--- src/rtl/key_pkg.sv ---
// Shared types and constants for the key-load stage in front of the
// XOR-locked c432 core.
package key_pkg;

    localparam int KEY_WIDTH_C = 32;
    localparam int CNT_W_C = 6;
    localparam logic [KEY_WIDTH_C-1:0] DECOY_KEY_C = 32'h0000_0000;

    typedef enum logic [2:0] {
        IDLE   = 3'd0,
        SHIFT  = 3'd1,
        PARITY = 3'd2,
        COMMIT = 3'd3,
        FAIL   = 3'd4,
        DONE   = 3'd5
    } key_ld_state_e;

endpackage

--- src/rtl/key_load_ctrl_shift_reg.sv ---
// Serial-in/parallel-out key shadow register with running even parity.
// First bit in ends up in bit 0 after WIDTH shifts.
module key_shift_reg #(
    parameter int WIDTH = 32
) (
    input  logic             clk,
    input  logic             rst,
    input  logic             clr,
    input  logic             en,
    input  logic             din,
    output logic [WIDTH-1:0] data,
    output logic             par
);

    // Shift new bits in at the top so the LSB-first stream lands in order.
    always_ff @(posedge clk or posedge rst) begin
        if (rst) begin
            data <= '0;
            par  <= 1'b0;
        end else if (clr) begin
            data <= '0;
            par  <= 1'b0;
        end else if (en) begin
            data <= {din, data[WIDTH-1:1]};
            par  <= par ^ din;
        end
    end

endmodule

--- src/rtl/key_load_ctrl.sv ---
// Serial key loader: assembles a parity-protected key and commits it
// to the locked core's keyinput bus, driving a decoy until then.
module key_load_ctrl
    import key_pkg::*;
#(
    parameter int KEY_WIDTH = KEY_WIDTH_C,
    parameter int CNT_W = CNT_W_C,
    parameter logic [KEY_WIDTH-1:0] DECOY_KEY = DECOY_KEY_C
) (
    input  logic                 clk,
    input  logic                 rst,
    input  logic                 load_start,
    input  logic                 ser_valid,
    input  logic                 ser_data,
    output logic                 ser_ready,
    output logic [KEY_WIDTH-1:0] key_out,
    output logic                 key_valid,
    output logic                 busy,
    output logic                 err
);

    localparam logic [CNT_W-1:0] LAST = CNT_W'(KEY_WIDTH - 1);

    key_ld_state_e state;
    logic [CNT_W-1:0] cnt;
    logic [KEY_WIDTH-1:0] shadow;
    logic shadow_par;
    logic xfer;
    logic start;
    logic shift_en;

    // Only SHIFT and PARITY consume serial bits.
    always_comb begin
        ser_ready = (state == SHIFT) || (state == PARITY);
    end

    assign xfer = ser_valid & ser_ready;
    assign start = load_start & ((state == IDLE) || (state == DONE));
    assign shift_en = xfer & (state == SHIFT);

    key_shift_reg #(
        .WIDTH(KEY_WIDTH)
    ) u_shift (
        .clk (clk),
        .rst (rst),
        .clr (start),
        .en  (shift_en),
        .din (ser_data),
        .data(shadow),
        .par (shadow_par)
    );

    // Load sequencer with the held key output register.
    always_ff @(posedge clk or posedge rst) begin
        if (rst) begin
            state     <= IDLE;
            cnt       <= '0;
            key_out   <= DECOY_KEY;
            key_valid <= 1'b0;
            busy      <= 1'b0;
            err       <= 1'b0;
        end else begin
            case (state)
                IDLE, DONE: begin
                    if (load_start) begin
                        state <= SHIFT;
                        busy  <= 1'b1;
                        err   <= 1'b0;
                        cnt   <= '0;
                    end
                end
                SHIFT: begin
                    if (xfer) begin
                        if (cnt == LAST) begin
                            state <= PARITY;
                        end else begin
                            cnt <= cnt + CNT_W'(1);
                        end
                    end
                end
                PARITY: begin
                    if (xfer) begin
                        state <= (shadow_par ^ ser_data) ? FAIL : COMMIT;
                    end
                end
                COMMIT: begin
                    key_out   <= shadow;
                    key_valid <= 1'b1;
                    busy      <= 1'b0;
                    state     <= DONE;
                end
                FAIL: begin
                    key_out   <= DECOY_KEY;
                    key_valid <= 1'b0;
                    err       <= 1'b1;
                    busy      <= 1'b0;
                    state     <= IDLE;
                end
                default: begin
                    state <= IDLE;
                end
            endcase
        end
    end

endmodule

--- config.mk ---
export PLATFORM = sky130hd
export DESIGN_NAME = key_load_ctrl
export DESIGN_NICKNAME = d
export VERILOG_FILES = /design/src/rtl/key_pkg.sv /design/src/rtl/key_load_ctrl_shift_reg.sv /design/src/rtl/key_load_ctrl.sv
export SDC_FILE = /design/constraint.sdc
export NUM_CORES = 1
export LEC_CHECK = 0
export BUFFER_PORTS_ARGS = -buffer_cell sky130_fd_sc_hd__buf_2
export CORE_ASPECT_RATIO = 0.75
export CORE_MARGIN = 2
export CORE_UTILIZATION = 35
export CTS_BUF_LIST = sky130_fd_sc_hd__clkbuf_4 sky130_fd_sc_hd__clkbuf_8 sky130_fd_sc_hd__clkbuf_16
export DETAILED_ROUTE_END_ITERATION = 8
export HOLD_SLACK_MARGIN = 0.08
export PLACE_DENSITY = 0.62
export SKIP_CTS_REPAIR_TIMING = 1
export SYNTH_ARGS = -nofsm -noshare
export SYNTH_HDL_FRONTEND = slang
export SYNTH_SLANG_ARGS = --single-unit
--- constraint.sdc ---
create_clock -name clk -period 4.9 [get_ports clk]
set_input_delay 0.245 -clock clk [delete_from_list [all_inputs] [get_ports clk]]
set_output_delay 0.245 -clock clk [all_outputs]
set_load 0.02 [all_outputs]
==> out/qor.yml, run 1 <==
setup_viol: 0
grt_pass1_wl_um: 11200
peakVddDrop_mv: 0.245
p_sw_share_pct: 34.2
rows: 30
totalWireLength_um: 6740
grt_max_degree: 78
grt_pass1_vias: 2190
drc_errors: 0
gp_congestion: 0.806
multi_input_area_sq_um: 1130
fill_cells: 872
rsz0062_at_grt: "no"
worst_pin_slew_ps: 961
drt-pass1-iter-count: 4
power_per_cell_area_nw_per_um2: 558
met1_usage_pct: 21.3
cpMostUsedCell: "buf_4"
die_h_um: 86.9
drv_cap: 0
yosysTopAreaCell: "dfrtp_1"
relSlewSlack_pct: 35.9
critPathSlowestCell: "dfrtp_1"
synth.area.top_cells: "dfrtp_1 (60%), a22o_1 (8.7%), nand2_1 (8.4%)"
yosysSeqAreaShare_pct: 60.1
ioPinCount: 41
core-area_sq_um: 8970
clkLatencyLatePin_ps: 340
drt_iter0_markers: 218
cts_tree: "done"
numPortBuffers: 40
crit_path_start_kind: "register"
cts_max_path_buffers: 2
drive_gt1_share_pct: 19.8
fin_crit_sh_pct: 41.5
critPathCaptureType: "register"
syn_inst: 305
worstSetupPathType: "register to register"
area_growth_pct: 16.4
final_nets: 344
fin_util_pct: 41.6
fmax_mhz: 492
fp.dieArea_sq_um: 9950
yosysTopAreaCellShare_pct: 60.1
fin_crit_ps: 2030
p_sw_uw: 712
antenna_found_initial: 0
syn_avg_cell_area_sq_um: 10.5
reg2reg_depth: 6
required_ps: 5120
final_cell_mix: "dfrtp_1 (77), nand2_1 (72), buf_2 (40), a21oi_1 (38), a22o_1 (32)"
clock_sinks: 77
p_int_mw: 1.37
cts_made_buffers: 9
p_leak_nw: 1.81
r2r_slack_ps: 2870
grt_overflow_total: 0
clk_pin_slew_worst_paths_ps: 60
hold_class: "primary input to asynchronous set/reset pin"
dp_hpwl_um: 4020
ys_types: 37
cpPeakStageDelay_ps: 670
final_common_cell: "dfrtp_1"
use_met2_pct: 20.0
pwr-share-clk_pct: 29.2
p_comb_share_pct: 23.9
top_usage_layer: "met1"
critical_path_arrival_ps: 2250
die_w_um: 115
synth.net_count: 311
slew_viol_final: 0
status: "finished clean"
path_buf_inv: 3
seq_area_sq_um: 1930
wl_per_cell_um: 14.8
finalHoldViolCount: 0
finalSetupTns_ps: 0
cp_cell_sequence: "inv_1, nor2_2, buf_4, a21oi_2, buf_4, a22o_1"
gr-usage-met3_pct: 6.05
antennaDiodeCount: 0
p_total_mw: 2.08
path_delay_family: "buffers and inverters"
p_seq_share_pct: 46.9
h-tree-depth: 3
postRouteAntennaNets: 0
ys_ff_latch: 77
crit_cells: 6
yosys_warnings: 0
num_vias: 2274
crit_fanout: 33
synth_area_sq_um: 3210
grt_usage_pct: 14.8
fin_worst_skew_ps: 5.18
cts_root_buffer: "clkbuf_16"
start_util_pct: 35.7
viasPerCell: 5.00
==> final cells by class <==
cell class | count | share of cell area, %
inverter | 5 | 0.537
multi-input combinational | 200 | 30.4
tap | 112 | 3.76
clock buffer | 10 | 6.24
sequential | 77 | 51.7
clock inverter | 6 | 1.04
timing repair buffer | 45 | 6.37
==> routing by layer <==
metal | up-vias | share of wire (%)
met2 | 50 | 42
met4 | 0 | 1.0
li1 | 1124 | -
met3 | 7 | 5.9
met5 | - | 0
met1 | 1093 | 51
==> path summary, 6_finish.rpt <==
check                                        start                      endpoint
hold / removal                                 rst       key_out[19]$_DFFE_PP0N_
max in group asynchronous                      rst   u_shift.data[0]$_DFFE_PP0P_
min in group clk                          ser_data  u_shift.data[31]$_DFFE_PP0P_
setup reg to reg              state[0]$_DFFE_PP0P_       key_out[13]$_DFFE_PP0N_
setup / recovery              state[0]$_DFFE_PP0P_       key_out[13]$_DFFE_PP0N_
hold reg to reg            key_out[18]$_DFFE_PP0N_       key_out[18]$_DFFE_PP0N_
==> registers in the layout, indices dropped and copies added, names as in the netlist <==
| register | flops |
|---|---|
| state | 3 |
| u_shift.data | 32 |
| cnt | 6 |
| err | 1 |
| key_out | 32 |
| busy | 1 |
| key_valid | 1 |
| u_shift.par | 1 |
==> worst min-delay path: stages <==
cell	delay (ps)
buf_2	100
clkinv_2	30
buf_4	700
==> metrics by stage <==
stage | cells | setup WS, ps | area [sq um] | hold WS, ps
4_1_cts | 455 | 2880 | 3730 | 204
5_1_grt | 455 | 2640 | 3730 | 230
3_5_place_dp | 439 | 2890 | 3460 | 479
6_report | 455 | 2870 | 3730 | 185
3_3_place_gp | 439 | 2930 | 3460 | 480
2_1_floorplan | 305 | 2690 | 3210 | 417
==> kinds of logic (layout without fill, tap and decap cells) <==
| logic type | Yosys count | after routing | share of synthesized area (%) |
|---|---|---|---|
| mux | 1 | 1 | 0.312 |
| fa+ha+maj | 1 | 1 | 0.390 |
| flops | 77 | 77 | 60.1 |
| buf+inv | 28 | 66 | 4.53 |
| simple gates | 105 | 105 | 14.4 |
| xor+xnor | 4 | 4 | 1.09 |
| compound gates | 89 | 89 | 19.2 |
==> cell usage after synthesis, drive strengths merged <==
library cell,number
a211oi,1
a21boi,1
a21oi,39
a22o,32
a311oi,2
a31oi,2
a32oi,1
and4bb,1
buf,20
clkbuf,3
dfrtp,77
ha,1
inv,5
mux2i,1
nand2,72
nand2b,3
nand3,6
nand3b,1
nand4bb,1
nor2,14
nor2b,1
nor3,1
nor3b,1
nor4b,1
nor4bb,1
o21a,2
o21ai,6
o21bai,2
o32a,1
or3,1
or3b,1
xnor2,1
xor2,3
==> power groups by stage <==
stage               Sequential, mW  Clock [mW]  Combinational, mW
finish                       0.976       0.608              0.496
global route                  1.00       0.653              0.560
CTS                          0.976       0.627              0.502
detailed placement           0.985           0              0.501
global placement             0.981           0              0.491
floorplan                     1.01           0              0.328
Power figures use the tool's default switching activity.
==> run 2: changes to the inputs <==
--- a/config.mk
+++ b/config.mk
@@ -12,7 +12,7 @@
 export CTS_BUF_LIST = sky130_fd_sc_hd__clkbuf_4 sky130_fd_sc_hd__clkbuf_8 sky130_fd_sc_hd__clkbuf_16
 export DETAILED_ROUTE_END_ITERATION = 8
 export HOLD_SLACK_MARGIN = 0.08
-export PLACE_DENSITY = 0.62
+export PLACE_DENSITY = 0.64
 export SKIP_CTS_REPAIR_TIMING = 1
 export SYNTH_ARGS = -nofsm -noshare
 export SYNTH_HDL_FRONTEND = slang
==> constraint.sdc (replaced) <==
create_clock -name clk -period 1.85 [get_ports clk]
set_input_delay 0.0925 -clock clk [delete_from_list [all_inputs] [get_ports clk]]
set_output_delay 0.0925 -clock clk [all_outputs]
set_load 0.02 [all_outputs]
==> out/qor.yml, run 2 (same netlist as run 1, synthesis figures left out) <==
slew_viol_final: 0
critical_path_arrival_ps: 1930
antennaDiodeCount: 0
final_nets: 350
drive_gt1_share_pct: 20.9
grt_overflow_total: 0
p_leak_nw: 1.89
totalWireLength_um: 6660
antenna_found_initial: 0
cts_made_buffers: 9
multi_input_area_sq_um: 1130
m1WireLength_um: 3330
grt_max_degree: 78
top_regs: "key_out x32, u_shift.data x32, cnt x6"
viasPerCell: 5.16
num_vias: 2379
ioPinCount: 41
setup_viol: 0
drt_iter0_markers: 175
fill_cells: 859
top_layer: "met4"
reg2reg_depth: 5
dp.cells: 444
drc_errors: 0
wl_per_cell_um: 14.4
h-tree-depth: 3
finalSetupTns_ps: 0
start_util_pct: 35.7
worstSetupPathType: "register to register"
critPathCaptureType: "register"
status: "finished clean"
cts_root_buffer: "clkbuf_16"
power_per_cell_area_nw_per_um2: 1510
numPortBuffers: 40
wl_met3_um: 313
grt_pass1_vias: 2235
die_h_um: 86.9
seq_area_sq_um: 1930
hold_depth: 3
postRouteAntennaNets: 0
grt_usage_pct: 14.4
fmax_mhz: 598
relSlewSlack_pct: 68.7
fin_crit_sh_pct: 90.5
post-place-ws_ps: 209
peakVddDrop_mv: 0.536
clk_pin_slew_worst_paths_ps: 60
gp_congestion: 0.920
final_common_cell: "dfrtp_1"
setup_slack_ps: 176
required_ps: 2110
crit_fanout: 16
fin_worst_skew_ps: 6.16
area_growth_pct: 21.6
hold_class: "primary input to register"
core-area_sq_um: 8970
final_cell_mix: "dfrtp_1 (77), nand2_1 (72), buf_2 (40), a21oi_1 (38), a22o_1 (32)"
dp_hpwl_um: 4190
die_w_um: 115
fin_crit_ps: 1670
crit_path_start_kind: "register"
grt_pass1_wl_um: 11200
fin_cells: 461
finalHoldViolCount: 0
clkLatencyLatePin_ps: 330
clock_sinks: 77
worst_pin_slew_ps: 463
fp.dieArea_sq_um: 9950
drt-pass1-iter-count: 4
drv_cap: 0
cts_max_path_buffers: 2
rows: 30
cts_tree: "done"
rsz0062_at_grt: "no"
route.met2.wl_um: 2910
==> run 2: worst paths after layout <==
kind	start	endpoint	slack (ps)
max	state[0]$_DFFE_PP0P_	cnt[4]$_DFFE_PP0P_	180
min	ser_data	u_shift.data[31]$_DFFE_PP0P_	80
max reg2reg	state[0]$_DFFE_PP0P_	cnt[4]$_DFFE_PP0P_	180
min reg2reg	busy$_DFFE_PP0P_	busy$_DFFE_PP0P_	490
max in group asynchronous	rst	key_out[29]$_DFFE_PP0N_	1120
min in group asynchronous	rst	u_shift.data[2]$_DFFE_PP0P_	400
==> run 2: power by group <==
group          leakage, nW  total (mW)  internal, mW  switching, mW
clock                0.161        1.92          1.21          0.707
sequential            1.03        2.59          2.18          0.406
combinational        0.700        1.39         0.584          0.808
==> run 2: final cells by class <==
cell class | instances | area share [%]
flip-flops and latches | 77 | 49.4
multi-input cells | 200 | 29.1
repair buffers | 51 | 8.92
clock buffers | 10 | 5.97
well taps | 112 | 3.59
clock inverters | 6 | 2.44
inverters | 5 | 0.578
==> run 2: metal layers <==
layer	global-route usage [%]	vias to the layer above
li1	-	1143
met1	20.4	1162
met2	21.0	63
met3	3.97	11
met4	5.99	0
met5	0	-
==> run 2: worst max-delay path, cell delays in order (launching register included) <==
cell	delay, ps
dfrtp_1	620
buf_4	210
or3b_1	400
nor3b_1	230
a31oi_1	70
o21ai_1	80
==> run 2: stage by stage <==
step / hold WS [ps] / power [mW] / cell area, sq um / util, %
after CTS: -120 / 5.96 / 3890 / 43.3
after global routing: 108 / 6.24 / 3900 / 43.5
final: 83.1 / 5.90 / 3900 / 43.5
after detailed placement: 238 / 4.02 / 3560 / 39.7
after global placement: 236 / 3.97 / 3560 / 39.7
after floorplan: 264 / 3.54 / 3210 / -
